`src/rtl/tiamc1_nvram_upload.sv`:
```
// Upload-side responder for the HPS ioctl channel: pauses the core CPU and
// returns bytes from a window of core work RAM for NVRAM / high-score saves.
module tiamc1_nvram_upload #(
  parameter logic [7:0]  UPLOAD_INDEX = 8'd4,
  parameter logic [15:0] BASE_ADDR    = 16'hE000,
  parameter int unsigned SIZE         = 2048
) (
  input  logic        clk_sys,
  input  logic        reset,
  input  logic        ioctl_upload,
  input  logic [7:0]  ioctl_index,
  input  logic        ioctl_rd,
  input  logic [24:0] ioctl_addr,
  output logic [7:0]  ioctl_din,
  output logic        ioctl_wait,
  output logic        cpu_pause,
  input  logic        pause_ack,
  output logic [15:0] ram_addr,
  output logic        ram_rd,
  input  logic        ram_ack,
  input  logic [7:0]  ram_dout,
  output logic        busy
);

  localparam logic [24:0] SIZE_LIM = 25'(SIZE);

  typedef enum logic [2:0] {
    S_IDLE,
    S_PAUSE,
    S_READY,
    S_READ,
    S_DRAIN
  } state_t;

  state_t      state_q, state_d;
  logic        upload_q;
  logic        pend_q, pend_d;
  logic [24:0] pend_addr_q, pend_addr_d;
  logic [15:0] ram_addr_q, ram_addr_d;
  logic [7:0]  din_q, din_d;

  logic        upload_rise;
  logic        upload_fall;
  logic        accept;
  logic        req_valid;
  logic [24:0] req_addr;
  logic        req_in_range;

  always_ff @(posedge clk_sys) begin
    if (reset) begin
      state_q     <= S_IDLE;
      upload_q    <= 1'b0;
      pend_q      <= 1'b0;
      pend_addr_q <= '0;
      ram_addr_q  <= BASE_ADDR;
      din_q       <= 8'h00;
    end else begin
      state_q     <= state_d;
      upload_q    <= ioctl_upload;
      pend_q      <= pend_d;
      pend_addr_q <= pend_addr_d;
      ram_addr_q  <= ram_addr_d;
      din_q       <= din_d;
    end
  end

  // A fresh strobe in READY is serviced in its own cycle, so the pending
  // slot and the live strobe are merged into one effective request.
  always_comb begin
    upload_rise  = ioctl_upload & ~upload_q;
    upload_fall  = ~ioctl_upload & upload_q;
    accept       = ((state_q == S_PAUSE) || (state_q == S_READY)) && ioctl_rd && !pend_q;
    req_valid    = pend_q || accept;
    req_addr     = pend_q ? pend_addr_q : ioctl_addr;
    req_in_range = req_addr < SIZE_LIM;
  end

  always_comb begin
    state_d     = state_q;
    pend_d      = pend_q;
    pend_addr_d = pend_addr_q;
    ram_addr_d  = ram_addr_q;
    din_d       = din_q;

    unique case (state_q)
      S_IDLE: begin
        pend_d = 1'b0;
        if (upload_rise && (ioctl_index == UPLOAD_INDEX)) begin
          state_d = S_PAUSE;
        end
      end

      S_PAUSE: begin
        if (upload_fall) begin
          pend_d  = 1'b0;
          state_d = S_IDLE;
        end else begin
          if (accept) begin
            pend_d      = 1'b1;
            pend_addr_d = ioctl_addr;
            if (req_in_range) begin
              ram_addr_d = BASE_ADDR + ioctl_addr[15:0];
            end
          end
          if (pause_ack) begin
            state_d = S_READY;
          end
        end
      end

      S_READY: begin
        if (upload_fall) begin
          pend_d  = 1'b0;
          state_d = S_IDLE;
        end else if (req_valid) begin
          if (!req_in_range) begin
            din_d  = 8'hFF;
            pend_d = 1'b0;
          end else begin
            pend_d      = 1'b1;
            pend_addr_d = req_addr;
            ram_addr_d  = BASE_ADDR + req_addr[15:0];
            if (pause_ack) begin
              state_d = S_READ;
            end
          end
        end
      end

      S_READ: begin
        if (ram_ack) begin
          pend_d  = 1'b0;
          state_d = upload_fall ? S_IDLE : S_READY;
          if (!upload_fall) begin
            din_d = ram_dout;
          end
        end else if (upload_fall) begin
          pend_d  = 1'b0;
          state_d = S_DRAIN;
        end
      end

      S_DRAIN: begin
        pend_d = 1'b0;
        if (ram_ack) begin
          state_d = S_IDLE;
        end
      end

      default: begin
        pend_d  = 1'b0;
        state_d = S_IDLE;
      end
    endcase
  end

  // The RAM request is gated by reset so it drops in the reset cycle itself.
  always_comb begin
    busy       = (state_q != S_IDLE);
    cpu_pause  = busy;
    ram_rd     = ((state_q == S_READ) || (state_q == S_DRAIN)) && !reset;
    ioctl_wait = busy && !reset && (ioctl_rd || pend_q);
    ram_addr   = ram_addr_q;
    ioctl_din  = din_q;
  end

endmodule

```
`config.mk`:
```
export PLATFORM = sky130hd
export DESIGN_NAME = tiamc1_nvram_upload
export DESIGN_NICKNAME = d
export VERILOG_FILES = /design/src/rtl/tiamc1_nvram_upload.sv
export SDC_FILE = /design/constraint.sdc
export NUM_CORES = 1
export LEC_CHECK = 0
export ABC_AREA = 1
export BUFFER_PORTS_ARGS = -buffer_cell sky130_fd_sc_hd__buf_2
export CAP_MARGIN = 5
export CORE_UTILIZATION = 48
export CTS_BUF_LIST = sky130_fd_sc_hd__clkbuf_4 sky130_fd_sc_hd__clkbuf_8 sky130_fd_sc_hd__clkbuf_16
export DETAILED_ROUTE_END_ITERATION = 10
export GPL_TIMING_DRIVEN = 0
export HOLD_SLACK_MARGIN = 0.12
export PLACE_DENSITY = 0.84
export SYNTH_ARGS = -nofsm -noshare
export SYNTH_HDL_FRONTEND = slang
export SYNTH_SLANG_ARGS = --single-unit
```
`constraint.sdc`:
```
create_clock -name clk_sys -period 1.9 [get_ports clk_sys]
set_clock_uncertainty 0.15 [all_clocks]
set_input_delay 0.19 -clock clk_sys [delete_from_list [all_inputs] [get_ports clk_sys]]
set_output_delay 0.19 -clock clk_sys [all_outputs]
set_load 0.03 [all_outputs]
```
# Yosys cells after proc, flatten, opt, wreduce, memory -nomap -nowiden
# Index checks and enable logic that the tools add are counted.
[op_classes]
bitwise_logic = 4
mux = 40
reduce_logical = 21
n_addsub = 2
magnitude_cmp = 1
eq_ne = 22
[op_table]
columns = ["op", "count"]
rows = [
  ["two-way mux 25 bit", 6],
  ["two-way mux 16 bit", 6],
  ["one-hot mux 25 bit (2 select lines)", 1],
  ["two-way mux 8 bit", 5],
  ["adder 16 bit (first input constant)", 2],
  ["one-hot mux 16 bit (2 select lines)", 1],
  ["two-way mux 3 bit", 10],
  ["< comparator 25 x 12 -> 1 bit (second input constant)", 1],
  ["!= test 2 bit (second input constant)", 11],
  ["!= test 3 bit (second input constant)", 6],
  ["one-hot mux 8 bit (2 select lines)", 1],
  ["one-hot mux 3 bit (5 select lines)", 1],
  ["AND reduction 7 bit", 2],
  ["AND reduction 6 bit", 2],
  ["equality test 8 x 3 -> 1 bit (second input constant)", 1],
  ["two-way mux 1 bit", 7],
  ["equality test 3 x 2 -> 1 bit (second input constant)", 2],
  ["logical AND 1 bit", 6],
  ["logical OR 1 bit", 4],
  ["nonzero test 2 bit", 2],
  ["equality test 3 x 1 -> 1 bit (second input constant)", 1],
  ["equality test 3 bit (second input constant)", 1],
  ["zero test 3 bit", 1],
  ["one-hot mux 1 bit (3 select lines)", 1],
  ["other kinds (6)", 9],
]
[totals]
register_bits = 54
out_inout_bits = 28
wordCells = 96

# Longest topological paths before layout
[depth]
depth_word = 8
depth_mapped = 15
mapped_depth_nobuf = 12

# Worst setup path before layout
# OpenSTA, ideal clock, no wires.
[synth_path]
path_kind = "register to register"
from = "reg pend_q"
to = "reg ram_addr_q[10] (netlist: ram_addr[10])"
required_time_ns = 1.640
period_less_slack_ns = 1.790
stages_incl_launch_ff = 15
path_slack_ns = 0.110
arrival_ns = 1.530
cell_sequence = "dfxtp_1 > buf_6 > inv_4 > buf_6 > nand2_2 > nand2_1 > nor2_1 > nand2_1 > nor2_2 > nand3_2 > inv_2 > buf_4 > nand2_1 > nand2_1 > nor2_1"
[synth_via]
elab_chain_cells = 6
elab_cells_between_ends = 15
[synth_rtl]
columns = ["item", "line", "source"]
rows = [
  ["start: declaration", "37", "logic pend_q, pend_d;"],
  ["start signal: assignment", "60", "pend_q <= pend_d;"],
  ["two-way mux 25 bit", "74", "req_addr = pend_q ? pend_addr_q : ioctl_addr;"],
  ["adder 16 bit", "122", "ram_addr_d = BASE_ADDR + req_addr[15:0];"],
  ["two-way mux 16 bit", "116", "if (!req_in_range) begin"],
  ["two-way mux 16 bit", "115", "end else if (req_valid) begin"],
  ["two-way mux 16 bit", "112", "if (upload_fall) begin"],
  ["one-hot mux 16 bit (2 select lines)", "85", "unique case (state_q)"],
  ["end signal: assignment", "62", "ram_addr_q <= ram_addr_d;"],
  ["end: declaration", "39", "logic [15:0] ram_addr_q, ram_addr_d;"],
]
# Parallel ways exist; a longest one is shown, timed or not. The select of a mux whose other input is x is not followed.
# A chain may end at the register's enable or synchronous reset.

# Final worst setup path
[layout_path]
from = "reg pend_q"
to = "reg pend_addr_q[12]"
[layout_via]
elab_chain_cells = 5
elab_cells_between_ends = 13
[layout_rtl]
columns = ["item", "line", "source"]
rows = [
  ["parallel branches: the longest is 5 deep, another holds < comparator 25 x 12 -> 1 bit", "--", ""],
  ["end signal: assignment", "61", "pend_addr_q <= pend_addr_d;"],
  ["end: declaration", "38", "logic [24:0] pend_addr_q, pend_addr_d;"],
]
# Several ways; the timed one is not identified. The select of a mux whose other input is x is not followed.

==> run metrics <==
status=complete, but fails checks; failing checks=negative setup slack; Worst VDD drop=0.000732 V; pin count of the biggest net entering global routing=19; crit path kind=reg -> reg; slowest stage delay, CP=340 ps; initial antenna violation count=0; max-slew violations=0; Initial Util=0.506; Placed Area=3490 um2; DRT iter0 DRCs=350; drt wl/cell=14.1 um; Data required, critical path=a little under 2000 ps; ratio of cells with drive above 1 in the final layout=0.294; CTS clk-pin slew, worst paths=110 ps; Via Count=3,609; worst hold slack=around 110 ps; IO Pins=75; Max Fanout on Critical Path=7; uppermost layer routed=met4; number of diodes=0; Top delay family on crit path=simple AND/OR/NAND/NOR gates; Critical Path Sink Type=flip-flop; total gr overflow=0; Post-Syn Instances=477; Yosys warnings=0; CTS tree=yes; Mapped Area=3030 um2; post-placement cell count=around 630; row count=28; M1 WL=3.80 mm; htree depth=2; most frequent cell after synthesis=nand2_1; hpwl dp=5.36 mm; die width=between 80 and 90 um; clock sink count=54; top-area cell type share of the netlist area=0.357; CP Buf/Inv Count=5; TritonCTS buffer count=5; Post-synth EDFFs=0; Hold Vio Cnt, Final=0; CTS Buffer Depth=2; Layout Cells excl Fill=674; clock latency on the worst-skew pair=320 ps; Buffers on Ports=73; Post-synth top flop=dfxtp_1; crit-path cells=buf_6 -> inv_8 -> buf_16 -> o21ai_1 -> nand2_1 -> nor2_4 -> nand3_4 -> nand2_4 -> buf_12 -> buf_8 -> nand3_2 -> nand2_1 -> nor2_1; Leak Pwr=2.15 nW; Max Cap Viol=0; metal2 WL=around 4.5 mm; vias in the first global route=3,217; Slew @ Worst Pin=563 ps; Net Count, Synth=between 500 and 600; first drt pass iteration count=5; DRC=0; final instance area=4310 um2; Syn Area/Cell=6.36 um2; # fillers=452; GR Util All Layers=0.278; Synth area leader=dfxtp_1; Slew HR=0.625; core area=roughly 6000 um2; most area-consuming cells after synthesis=dfxtp_1 (36%), nand2_1 (17%), nor2_1 (10%), a21oi_1 (8.1%), nand3_1 (6.1%); FMAX=470 MHz; fin crit period=between 2000 and 2500 ps; RSZ-0062 raised after global routing=true; WL final=between 9 and 10 mm; CP max stage cell=dfxtp_2; CTS Root Cell=clkbuf_8; nets=646; first-pass GRT wire length=14.0 mm; crit share post-route=1.12; met3 wire len=769 um; cell mode on critical path=nand2_1; type of the tightest min-delay check=in -> reg; Final setup viols=53; routability cong.=0.868; Area Overhead vs Synth=42.1%; Post-synth top cells=nand2_1 (140), nor2_1 (81), dfxtp_1 (54), a21oi_1 (49), inv_1 (43); Die H=81.5 um; pwr/cell area=1160 nW/um2; Yosys reg bits=54; drt via density=between 5 and 6; crit path DAT=roughly 2200 ps; CP Launch Type=flip-flop; Die ar.=between 6000 and 7000 um2; setup slack after layout=-226 ps; Fin Setup TNS=-7700 ps; Seq/Total Area, Yosys=0.357; Antenna Nets Post-Route=0; async set-reset flop share out of synthesis=0; final core utilization=0.719; synth unique cells=29
==> layout make-up <==
type                       count  area (um2)  area share
inverter                      46         183      0.0424
clock buffer                   5        68.8      0.0160
multi-input combinational    349        1800       0.418
tap                           75        93.8      0.0218
clock inverter                 3        47.5      0.0110
buffer                        28         233      0.0540
timing repair buffer         114         801       0.186
sequential                    54        1080       0.251
==> worst paths after layout <==
| check | depth (start not counted) | slack [ps] | to | from |
|---|---|---|---|---|
| worst min register to register | 2 | 310 | ram_addr[12]$_SDFFE_PP0P_ | ram_addr[12]$_SDFFE_PP0P_ |
| worst min-delay path | 5 | 110 | ram_addr[4]$_SDFFE_PP0P_ | ioctl_addr[4] |
| worst max register to register | 13 | -230 | pend_addr_q[12]$_SDFFE_PP0P_ | pend_q$_SDFFE_PP0P_ |
| worst max-delay path | 13 | -230 | pend_addr_q[12]$_SDFFE_PP0P_ | pend_q$_SDFFE_PP0P_ |
==> what timing repair did <==
item	4_1_cts	5_1_grt
gates resized for setup	51	38
gates cloned	6	0
hold endpoints to repair	27	0
buffers inserted	10	0
pin swaps	12	17
hold buffers	25	0
endpoints found under the setup margin	52	55
==> sequential cells by signal, indices dropped and copies added, names as in the netlist <==
register,cells
ioctl_din,8
pend_addr_q,25
pend_q,1
ram_addr,16
state_q,3
upload_q,1
==> routing by layer <==
metal  up-vias  track usage
li1       1737            -
met1      1616        0.325
met2       206        0.486
met3        50       0.0622
met4         0        0.118
met5         -            0
==> report_power, final <==
part	internal [mW]	switching (mW)	leakage (nW)
logic	1.02	1.57	1.65
registers	1.42	0.169	0.440
clock network	0.403	0.425	0.0591
==> worst register-to-register path: stages (launching register included) <==
cell and delay (ps):
dfxtp_2 340, buf_6 140, inv_8 60, buf_16 130, o21ai_1 220, nand2_1 130
nor2_4 160, nand3_4 110, nand2_4 100, buf_12 130, buf_8 120, nand3_2 80
nand2_1 110, nor2_1 50
==> kinds of logic after synthesis <==
logic type,share of synthesized area
flops,0.357
fa+ha+maj,0.00413
simple gates,0.370
compound gates,0.106
buf+inv,0.123
mux,0.0363
xor+xnor,0.00289
==> per-stage QoR <==
| stage | total power [mW] | worst slack [ps] |
|---|---|---|
| 6_report | 5.00 | -226 |
| 5_1_grt | 5.27 | -298 |
| 4_1_cts | 4.71 | -60.0 |
| 3_5_place_dp | 3.49 | -264 |
| 3_3_place_gp | 3.45 | -204 |
| 2_1_floorplan | 3.05 | 110 |
==> cells in the final DEF (no fill, tap or decap), types with 9 or more instances in the layout <==
| cell type | n |
|---|---|
| buf_6 | 12 |
| nand2_2 | 15 |
| buf_4 | 12 |
| nand3_1 | 20 |
| mux2i_1 | 9 |
| dlygate4sd3_1 | 25 |
| nor2_1 | 75 |
| nand2_1 | 124 |
| buf_2 | 77 |
| a21oi_1 | 46 |
| dfxtp_1 | 53 |
| nand3_2 | 15 |
| inv_1 | 43 |
Note: power is estimated with default switching activity, not from simulation.
